## src/rtl/round_robin_arbiter_pkg.sv

```systemverilog
// Shared definitions for the round-robin arbiter: controller state encoding,
// default sizing and a small modulo-increment helper for the priority pointer.
package round_robin_arbiter_pkg;

  localparam int DEF_NREQ  = 16;
  localparam int DEF_IDX_W = 4;

  // Two-state controller kept as plain constants so older tools can consume it.
  typedef logic [0:0] state_t;
  localparam state_t IDLE = 1'b0;
  localparam state_t BUSY = 1'b1;

  // Advance an index by one, wrapping back to zero at the requester count.
  function automatic int wrap_inc(input int value, input int limit);
    return (value + 1 >= limit) ? 0 : value + 1;
  endfunction

endpackage

```

## src/rtl/round_robin_arbiter_prio_search.sv

```systemverilog
// Rotating priority search: finds the first asserted request starting at the
// pointer position and wrapping through the top of the vector back to zero.
module rr_prio_search #(
  parameter int NREQ  = 16,
  parameter int IDX_W = 4
) (
  input  logic [NREQ-1:0]  req,
  input  logic [IDX_W-1:0] ptr,
  output logic             found,
  output logic [IDX_W-1:0] idx
);

  logic [2*NREQ-1:0] dbl;
  logic [NREQ-1:0]   rot;
  int                pos;

  // Rotate the request vector so the pointer lands on bit 0, take the lowest set bit, then undo the rotation.
  always_comb begin
    found = 1'b0;
    idx   = '0;
    pos   = 0;
    dbl   = {req, req};
    rot   = NREQ'(dbl >> ptr);
    for (int k = 0; k < NREQ; k++) begin
      if (!found && rot[k]) begin
        found = 1'b1;
        pos   = int'(ptr) + k;
        if (pos >= NREQ) begin
          pos = pos - NREQ;
        end
        idx = IDX_W'(pos);
      end
    end
  end

endmodule

```

## src/rtl/round_robin_arbiter.sv

```systemverilog
// Round-robin arbiter with registered grant handshake. A grant is held until
// acknowledged; on acknowledge the pointer moves just past the granted
// requester and the next winner is presented on the following cycle.
module round_robin_arbiter
  import round_robin_arbiter_pkg::*;
#(
  parameter int NREQ  = DEF_NREQ,
  parameter int IDX_W = DEF_IDX_W
) (
  input  logic             clk,
  input  logic             rst,
  input  logic [NREQ-1:0]  req,
  input  logic             gnt_ack,
  output logic             gnt_valid,
  output logic [IDX_W-1:0] gnt_idx,
  output logic [IDX_W-1:0] ptr_idx
);

  state_t           state;
  logic [IDX_W-1:0] search_ptr;
  logic             win_found;
  logic [IDX_W-1:0] win_idx;

  // Search from the pointer the arbiter will hold after this edge, so an acknowledged grant is followed immediately by the next one.
  always_comb begin
    search_ptr = ptr_idx;
    if (state == BUSY && gnt_ack) begin
      search_ptr = IDX_W'(wrap_inc(int'(gnt_idx), NREQ));
    end
  end

  rr_prio_search #(
    .NREQ  (NREQ),
    .IDX_W (IDX_W)
  ) u_search (
    .req   (req),
    .ptr   (search_ptr),
    .found (win_found),
    .idx   (win_idx)
  );

  // Grant controller: present a winner from IDLE, hold it while BUSY, and on acknowledge either chain to the next winner or fall back to IDLE.
  always_ff @(posedge clk) begin
    if (rst) begin
      state     <= IDLE;
      gnt_valid <= 1'b0;
      gnt_idx   <= '0;
      ptr_idx   <= '0;
    end else begin
      case (state)
        IDLE: begin
          if (win_found) begin
            state     <= BUSY;
            gnt_valid <= 1'b1;
            gnt_idx   <= win_idx;
          end else begin
            gnt_valid <= 1'b0;
          end
        end
        BUSY: begin
          if (gnt_ack) begin
            ptr_idx <= search_ptr;
            if (win_found) begin
              gnt_idx <= win_idx;
            end else begin
              state     <= IDLE;
              gnt_valid <= 1'b0;
            end
          end
        end
        default: begin
          state     <= IDLE;
          gnt_valid <= 1'b0;
        end
      endcase
    end
  end

endmodule

```

## config.mk

```make
export PLATFORM = sky130hd
export DESIGN_NAME = round_robin_arbiter
export DESIGN_NICKNAME = d
export VERILOG_FILES = /design/src/rtl/round_robin_arbiter_pkg.sv /design/src/rtl/round_robin_arbiter_prio_search.sv /design/src/rtl/round_robin_arbiter.sv
export SDC_FILE = /design/constraint.sdc
export NUM_CORES = 1
export LEC_CHECK = 0
export BUFFER_PORTS_ARGS = -buffer_cell sky130_fd_sc_hd__buf_2
export CORE_MARGIN = 2
export CORE_UTILIZATION = 40
export CTS_BUF_LIST = sky130_fd_sc_hd__clkbuf_8 sky130_fd_sc_hd__clkbuf_16
export CTS_CLUSTER_DIAMETER = 50
export DETAILED_ROUTE_END_ITERATION = 10
export SYNTH_ARGS = -nofsm -noshare
export SYNTH_HDL_FRONTEND = slang
export SYNTH_SLANG_ARGS = --single-unit
```

## constraint.sdc

```tcl
create_clock -name clk -period 4 [get_ports clk]
set_clock_uncertainty 0.1 [all_clocks]
set_input_delay 0 -clock clk [delete_from_list [all_inputs] [get_ports clk]]
set_output_delay 0 -clock clk [all_outputs]
set_load 0.03 [all_outputs]
```

==> out/metrics.cfg, run 1 <==
[run_status]
status = finished clean

[critical_path]
cp.required_ps = 4020
rr_worst_depth = 15
rr_endpoint = gnt_idx[1]$_SDFFE_PP0P_
arrival_ps = 3900
crit_type = flop to flop
critPathLaunchType = flop
slowest_stage = or3b_4
r2r_start = gnt_idx[0]$_SDFFE_PP0P_
crit_path_max_incr_delay_ps = 450
cp-end-kind = flop
rrSetupSlack_ps = 120
cp_max_fo = 12
critical_path.cell_chain = ha_2 -> xor2_2 -> buf_4 -> and3_1 -> or3b_4 -> a221oi_2 -> o211ai_1 -> a221oi_2 -> and3_4 -> buf_4 -> o2bb2ai_2 -> a311oi_1 -> a21oi_2 -> nor3_1 -> o32ai_1

[hold_path]
hp-start = gnt_ack
hold_class = input port to flop
min_path_cells = 3
hold_path_end = state$_SDFF_PP0_

[layout]
drive_gt1_frac = 0.282
fillCellCount = 881
area_growth_pct = 19.1
diodes = 0
layout_commonest_cell = nand2_1
layout.nets = 550
final_cell_mix = nand2_1 (65), buf_4 (49), nor2_1 (31)

[grt]
grt_first_pass_wirelength_mm = 19.9
antenna_found_initial = 0
grt_overflow = 0
grtUsageTotal = 0.248
grt_pass1_vias = 3829
grt_max_degree = 28

[logic_synthesis]
synth_top_area_share = 0.0776
synth_area_leader_cell = mux2i_1
async_flop_share = 0
synth_cell_type_count = 94
syn_inst = 474
synth_seq_area_share = 0.0575
synthFlopType = dfxtp_1
synth_edf_count = 0
ys_warn_count = 0
netlist_area_sq_mm = 0.00348
synth_area_leaders = mux2i_1 (7.8%), nand2_1 (7.1%), dfxtp_1 (5.7%)
syn_area_per_cell_sq_um = 7.35
synth_fp_nets = 501
ys_ff_latch = 10

[sta]
drv_slew = 0
setup_viol = 0
fin_ws_ps = 117
final.min_clock_period_ps = 3880
finalHoldViolCount = 0
fmax_ghz = 0.258
worst_pin_slew_ps = 720
final.setup.tns_ps = 0
fin_crit_sh = 0.971
slew_headroom = 0.513

[power]
vdd_ir_drop_max_v = 0.000128
leakage_nw = 1.70
p_per_area_mw_per_mm2 = 482

[route]
wl_per_cell_um = 19.6
drc = 0
drt_iter0_drc = 348
vias_per_cell = 6.46
ant_nets = 0
drt_first_pass_iters = 5
routed_wl_mm = 12.3
vias = 4072

[placement]
dp_hpwl_mm = 9.57
gp_congestion = 0.934
io_buffers = 27
dpl_worst_slack_ps = 40.1

[clock_tree]
cts_root_buf = clkbuf_8
h-tree-depth = 1
clk_latency_ps = 240
clk_pin_slew_worst_paths_ps = 50
cts.sinks = 10
cts_buffer_depth = 2
cts_buffers = 3
cts_tree = yes

[floorplan]
fp-row-count = 34
fp.dieArea_sq_mm = 0.00947
dieHeight_um = 97.3
ios = 28
die_w_um = 97.3
initial_utilization = 0.405
core_sq_mm = 0.00859

[flow_run]
cap_violations = 0

cell usage after synthesis, drive strengths merged (7+ instances only):
library cell   n
nand2         69
nor2          32
mux2i         30
buf           27
a211oi        21
a21oi         21
o21ai         20
nor2b         18
a31oi         17
nand3         15
nor3          12
dfxtp         10
o211ai         9
xnor2          9
and3           8
clkbuf         8
ha             8
inv            8
mux2           7
o31ai          7
worst max-delay path: cells and delay by family (launching register included):
kind | cells | cell delay (ps)
compound gates | 7 | 1550
xor+xnor | 1 | 160
fa+ha+maj | 1 | 240
buf+inv | 2 | 360
flops | 1 | 310
simple gates | 4 | 1050
how the worst max path moves through the flow:
stage | startpoint | end | slack [ps]
finish | gnt_idx[0]$_SDFFE_PP0P_ | gnt_idx[1]$_SDFFE_PP0P_ | 120
floorplan | gnt_idx[0]$_SDFFE_PP0P_ | gnt_idx[2]$_SDFFE_PP0P_ | 190
detailed placement | ptr_idx[2]$_SDFFE_PP0N_ | gnt_idx[2]$_SDFFE_PP0P_ | 40
global placement | gnt_idx[0]$_SDFFE_PP0P_ | gnt_idx[3]$_SDFFE_PP0P_ | 70
global route | gnt_idx[0]$_SDFFE_PP0P_ | gnt_idx[2]$_SDFFE_PP0P_ | -60
CTS | ptr_idx[2]$_SDFFE_PP0N_ | gnt_idx[2]$_SDFFE_PP0P_ | 60
layout make-up:
type,count,area [sq um],share of cell area
timing repair buffer,79,553,0.133
inverter,8,32.5,0.00784
clock buffer,4,55.1,0.0133
multi-input combinational,421,3170,0.764
tap,108,135,0.0326
sequential,10,203,0.0489
through the flow:
step                      power [W]  hold WS, ps  utilization  cells  instance area (sq um)
after detailed placement    0.00174          208        0.456    620                   3920
after floorplan             0.00127          203            -    474                   3480
after global routing        0.00214          324        0.483    630                   4150
after CTS                   0.00188          277        0.464    625                   3990
final                       0.00200          277        0.483    630                   4150
after global placement      0.00174          212        0.456    620                   3920
flip-flops by register name, indices dropped and copies added (netlist names):
register / count
gnt_idx: 4
gnt_valid: 1
state: 1
ptr_idx: 4
report_power, final:
group	switching, W	internal [W]	leakage, nW	total [W]
sequential	0.0000241	0.000119	0.0835	0.000143
clock	0.0000401	0.0000865	0.0288	0.000127
combinational	0.00103	0.000700	1.59	0.00173
total	0.00109	0.000905	1.70	0.00200
cell families after synthesis:
group                      Yosys count  share of synthesized area
xor gates and xnor gates            11                     0.0298
muxes                               38                      0.121
and+or+nand+nor                    195                      0.300
AOI/OAI and AO/OA                  169                      0.396
buffers and inverters               43                     0.0675
DFF                                 10                     0.0575
adders and majority gates            8                     0.0287
layer usage:
metal  wire length, um  vias up  global-route usage
li1                  -     1928                   -
met1              5330     1927               0.332
met2              5890      188               0.428
met3               837       29              0.0180
met4               299        0              0.0716
met5                 0        -                   0
repair_timing:
action,CTS,global route
setup endpoints to repair,0,4
hold buffers,1,0
buffers inserted,0,5
hold endpoints to repair,7,0
gates resized for setup,0,28
(Power assumes the default switching activity.)
==> inputs of run 2 (changes only) <==
--- a/config.mk
+++ b/config.mk
@@ -13,4 +13,5 @@
 export DETAILED_ROUTE_END_ITERATION = 10
 export SYNTH_ARGS = -nofsm -noshare
 export SYNTH_HDL_FRONTEND = slang
+export SYNTH_HIERARCHICAL = 1
 export SYNTH_SLANG_ARGS = --single-unit
==> out/metrics.cfg, run 2 <==
[power]
p_switching_w = 0.000735  ; -33%
total_power_w = 0.00157  ; -21%
p_int_w = 0.000834  ; -7.8%
vdd_ir_drop_max_v = 0.000317  ; +150%
pwr-share-comb = 0.842  ; -0.023
switching_share = 0.468  ; -0.0788
p_per_area_mw_per_mm2 = 382  ; -21%
p_seq_frac = 0.078  ; +0.006
power.share.clock = 0.080  ; +0.017
leakage_nw = 1.71  ; +0.47%

[hold_path]
hold_class = input port to flop

[critical_path]
crit_end = gnt_idx[1]$_SDFFE_PP0P_
critPathLaunchType = flop
rrSetupSlack_ps = -100  ; -220 ps
rr_worst_depth = 18  ; +3
arrival_ps = 4160  ; +260 ps
cp_max_fo = 6  ; -6
crit_type = flop to flop
crit_path_max_incr_delay_ps = 620  ; +170 ps
cp-end-kind = flop
rr_endpoint = gnt_idx[1]$_SDFFE_PP0P_
slowest_stage = mux4_2
cp.required_ps = 4060  ; +40 ps
critical_path.cell_chain = ha_4 -> nand3_2 -> or3b_4 -> nand2_4 -> buf_12 -> buf_8 -> mux4_2 -> mux2_4 -> mux2_2 -> buf_6 -> nor4_4 -> a2111oi_2 -> buf_4 -> a22oi_2 -> nor3_2 -> o21ai_1 -> nand3_1 -> a21oi_1
worstSetupStartpoint = gnt_idx[0]$_SDFFE_PP0P_
r2r_start = gnt_idx[0]$_SDFFE_PP0P_

[placement]
gp_congestion = 1.04  ; +11%
dp_hpwl_mm = 7.80  ; -19%
dpl_worst_slack_ps = -231  ; -271 ps
io_buffers = 27  ; unchanged
post_dp_cell_area_sq_mm = 0.00360  ; -8.1%

[logic_synthesis]
synth_edf_count = 0  ; unchanged
synth_area_leaders = mux4_2 (12%), mux2_2 (9.1%), dfxtp_1 (7.3%)
ys_ff_latch = 10  ; unchanged
synth_area_leader_cell = mux4_2
synth_seq_area_share = 0.0733  ; +0.0159
netlist_area_sq_mm = 0.00273  ; -22%
synth_top_area_share = 0.115  ; +0.0379
ys_warn_count = 6  ; +6
syn_area_per_cell_sq_um = 8.35  ; +14%
synthFlopType = dfxtp_1
synth_common_cells = nand2_1 (24), mux2_2 (22), mux2i_1 (20)
async_flop_share = 0  ; unchanged
synth.most_common_cell = nand2_1
syn_inst = 327  ; -31%
synth_cell_type_count = 71  ; -24%
synth_fp_nets = 354  ; -29%

[layout]
fin_util = 0.615  ; +0.132
diodes = 0  ; unchanged
layout_commonest_cell = buf_4
final_cell_mix = buf_4 (103), buf_2 (27), nand2_1 (22)
layout.nets = 479  ; -13%
reg_top3 = gnt_idx: 4 flops, ptr_idx: 4 flops
fillCellCount = 558  ; -37%
design_area_sq_mm = 0.00411  ; -0.97%
area_growth_pct = 50.5
drive_gt1_frac = 0.530  ; +0.248

[route]
ant_nets = 0  ; unchanged
wl_per_cell_um = 20.2  ; +3.0%
drt_first_pass_iters = 5  ; unchanged
drc = 0  ; unchanged
vias = 3427  ; -16%
drt_iter0_drc = 381  ; +9.5%
vias_per_cell = 6.45  ; -0.15%
routed_wl_mm = 10.7  ; -13%

[sta]
worst_pin_slew_ps = 548  ; -172 ps
slew_headroom = 0.634  ; +0.121
fmax_ghz = 0.244  ; -5.4%
fin_crit_sh = 1.03  ; +0.0550
finalHoldViolCount = 0  ; unchanged
rsz0062_at_grt = yes
fin_ws_ps = -103  ; -220 ps
final.min_clock_period_ps = 4100  ; +220 ps
final.setup.tns_ps = -147  ; -147 ps
setup_viol = 3  ; +3
drv_slew = 0  ; unchanged

[grt]
grt_overflow = 0  ; unchanged
antenna_found_initial = 0  ; unchanged
grt_max_degree = 30  ; +7.1%
grt_first_pass_wirelength_mm = 16.7  ; -16%
grtUsageTotal = 0.277  ; +0.0294
grt_pass1_vias = 3358  ; -12%

[clock_tree]
cts.sinks = 10  ; unchanged
h-tree-depth = 1  ; unchanged
cts_root_buf = clkbuf_8
clk_pin_slew_worst_paths_ps = 50  ; about the same
cts_tree = yes
cts_buffer_depth = 2  ; unchanged
cts_buffers = 3  ; unchanged
clk_latency_ps = 230  ; about the same

[run_status]
violations = setup timing
status = finished with violations

[floorplan]
ios = 28  ; unchanged
initial_utilization = 0.409  ; +0.00326
core_sq_mm = 0.00668  ; -22%
fp-row-count = 30  ; -12%
die_w_um = 86.6  ; -11%
dieHeight_um = 86.6  ; -11%
fp.dieArea_sq_mm = 0.00750  ; -21%

[flow_run]
cap_violations = 0  ; unchanged

==> run 2: cell families (layout without fill, tap and decap cells) <==
family                   Yosys count  in the layout  share of synthesized area
multiplexers                      62             62                      0.333
buffers and inverters             31            155                     0.0532
flip-flops                        10             10                     0.0733
AND/OR/NAND/NOR                  114            114                      0.223
XOR/XNOR                          11             11                     0.0353
AO/OA/AOI/OAI                     91             91                      0.246
adder cells (fa/ha/maj)            8              8                     0.0367
==> run 2: what timing repair did <==
item                                    4_1_cts  5_1_grt
setup buffers                                15        7
endpoints found under the setup margin        6        6
gates resized for setup                      36       35
gates cloned                                  1        0
endpoints found under the hold margin         9        0
hold buffers                                  1        0
pin swaps                                    21       16
==> run 2: per-layer routing <==
metal	track usage	share of wire
met2	0.456	0.48
met4	0.101	0.040
met1	0.371	0.42
met5	0	0
met3	0.0371	0.065
==> run 2: critical path: cells and delay by family (launching register included) <==
kind | cells | cell delay, ps
and+or+nand+nor | 6 | 1040
adders and majority gates | 1 | 160
muxes | 3 | 1240
buffers and inverters | 4 | 540
DFF | 1 | 340
AOI/OAI and AO/OA | 4 | 600
==> run 2: worst min-delay path by stage <==
stage / cells past startpoint / to / slack, ps / start
2_1_floorplan: 2 / ptr_idx[3]$_SDFFE_PP0P_ / 90 / gnt_ack
3_3_place_gp: 2 / ptr_idx[0]$_SDFFE_PP0P_ / 200 / rst
3_5_place_dp: 2 / ptr_idx[0]$_SDFFE_PP0P_ / 200 / rst
4_1_cts: 3 / ptr_idx[3]$_SDFFE_PP0P_ / 50 / gnt_ack
5_1_grt: 3 / ptr_idx[3]$_SDFFE_PP0P_ / 70 / gnt_ack
6_report: 3 / ptr_idx[3]$_SDFFE_PP0P_ / 50 / gnt_ack
==> run 2: cell type report <==
type | count | area, sq um | area share
clock buffer | 4 | 55.1 | 0.0134
sequential | 10 | 205 | 0.0500
timing repair buffer | 142 | 1070 | 0.261
inverter | 9 | 37.5 | 0.00914
tap | 80 | 100 | 0.0244
multi-input combinational | 286 | 2640 | 0.642
==> run 2: stage by stage <==
stage / std cells / hold WS, ps
floorplan: 327 / 93.7
global placement: 506 / 197
detailed placement: 506 / 197
CTS: 525 / 46.0
global route: 531 / 74.7
finish: 531 / 47.9
==> run 2: power groups by stage <==
stage	sequential [W]	combinational (W)	clock, W
after CTS	0.000122	0.00120	0.000127
after global routing	0.000124	0.00139	0.000132
final	0.000123	0.00132	0.000126
after floorplan	0.000147	0.000624	0
after global placement	0.000121	0.00110	0
after detailed placement	0.000122	0.00111	0
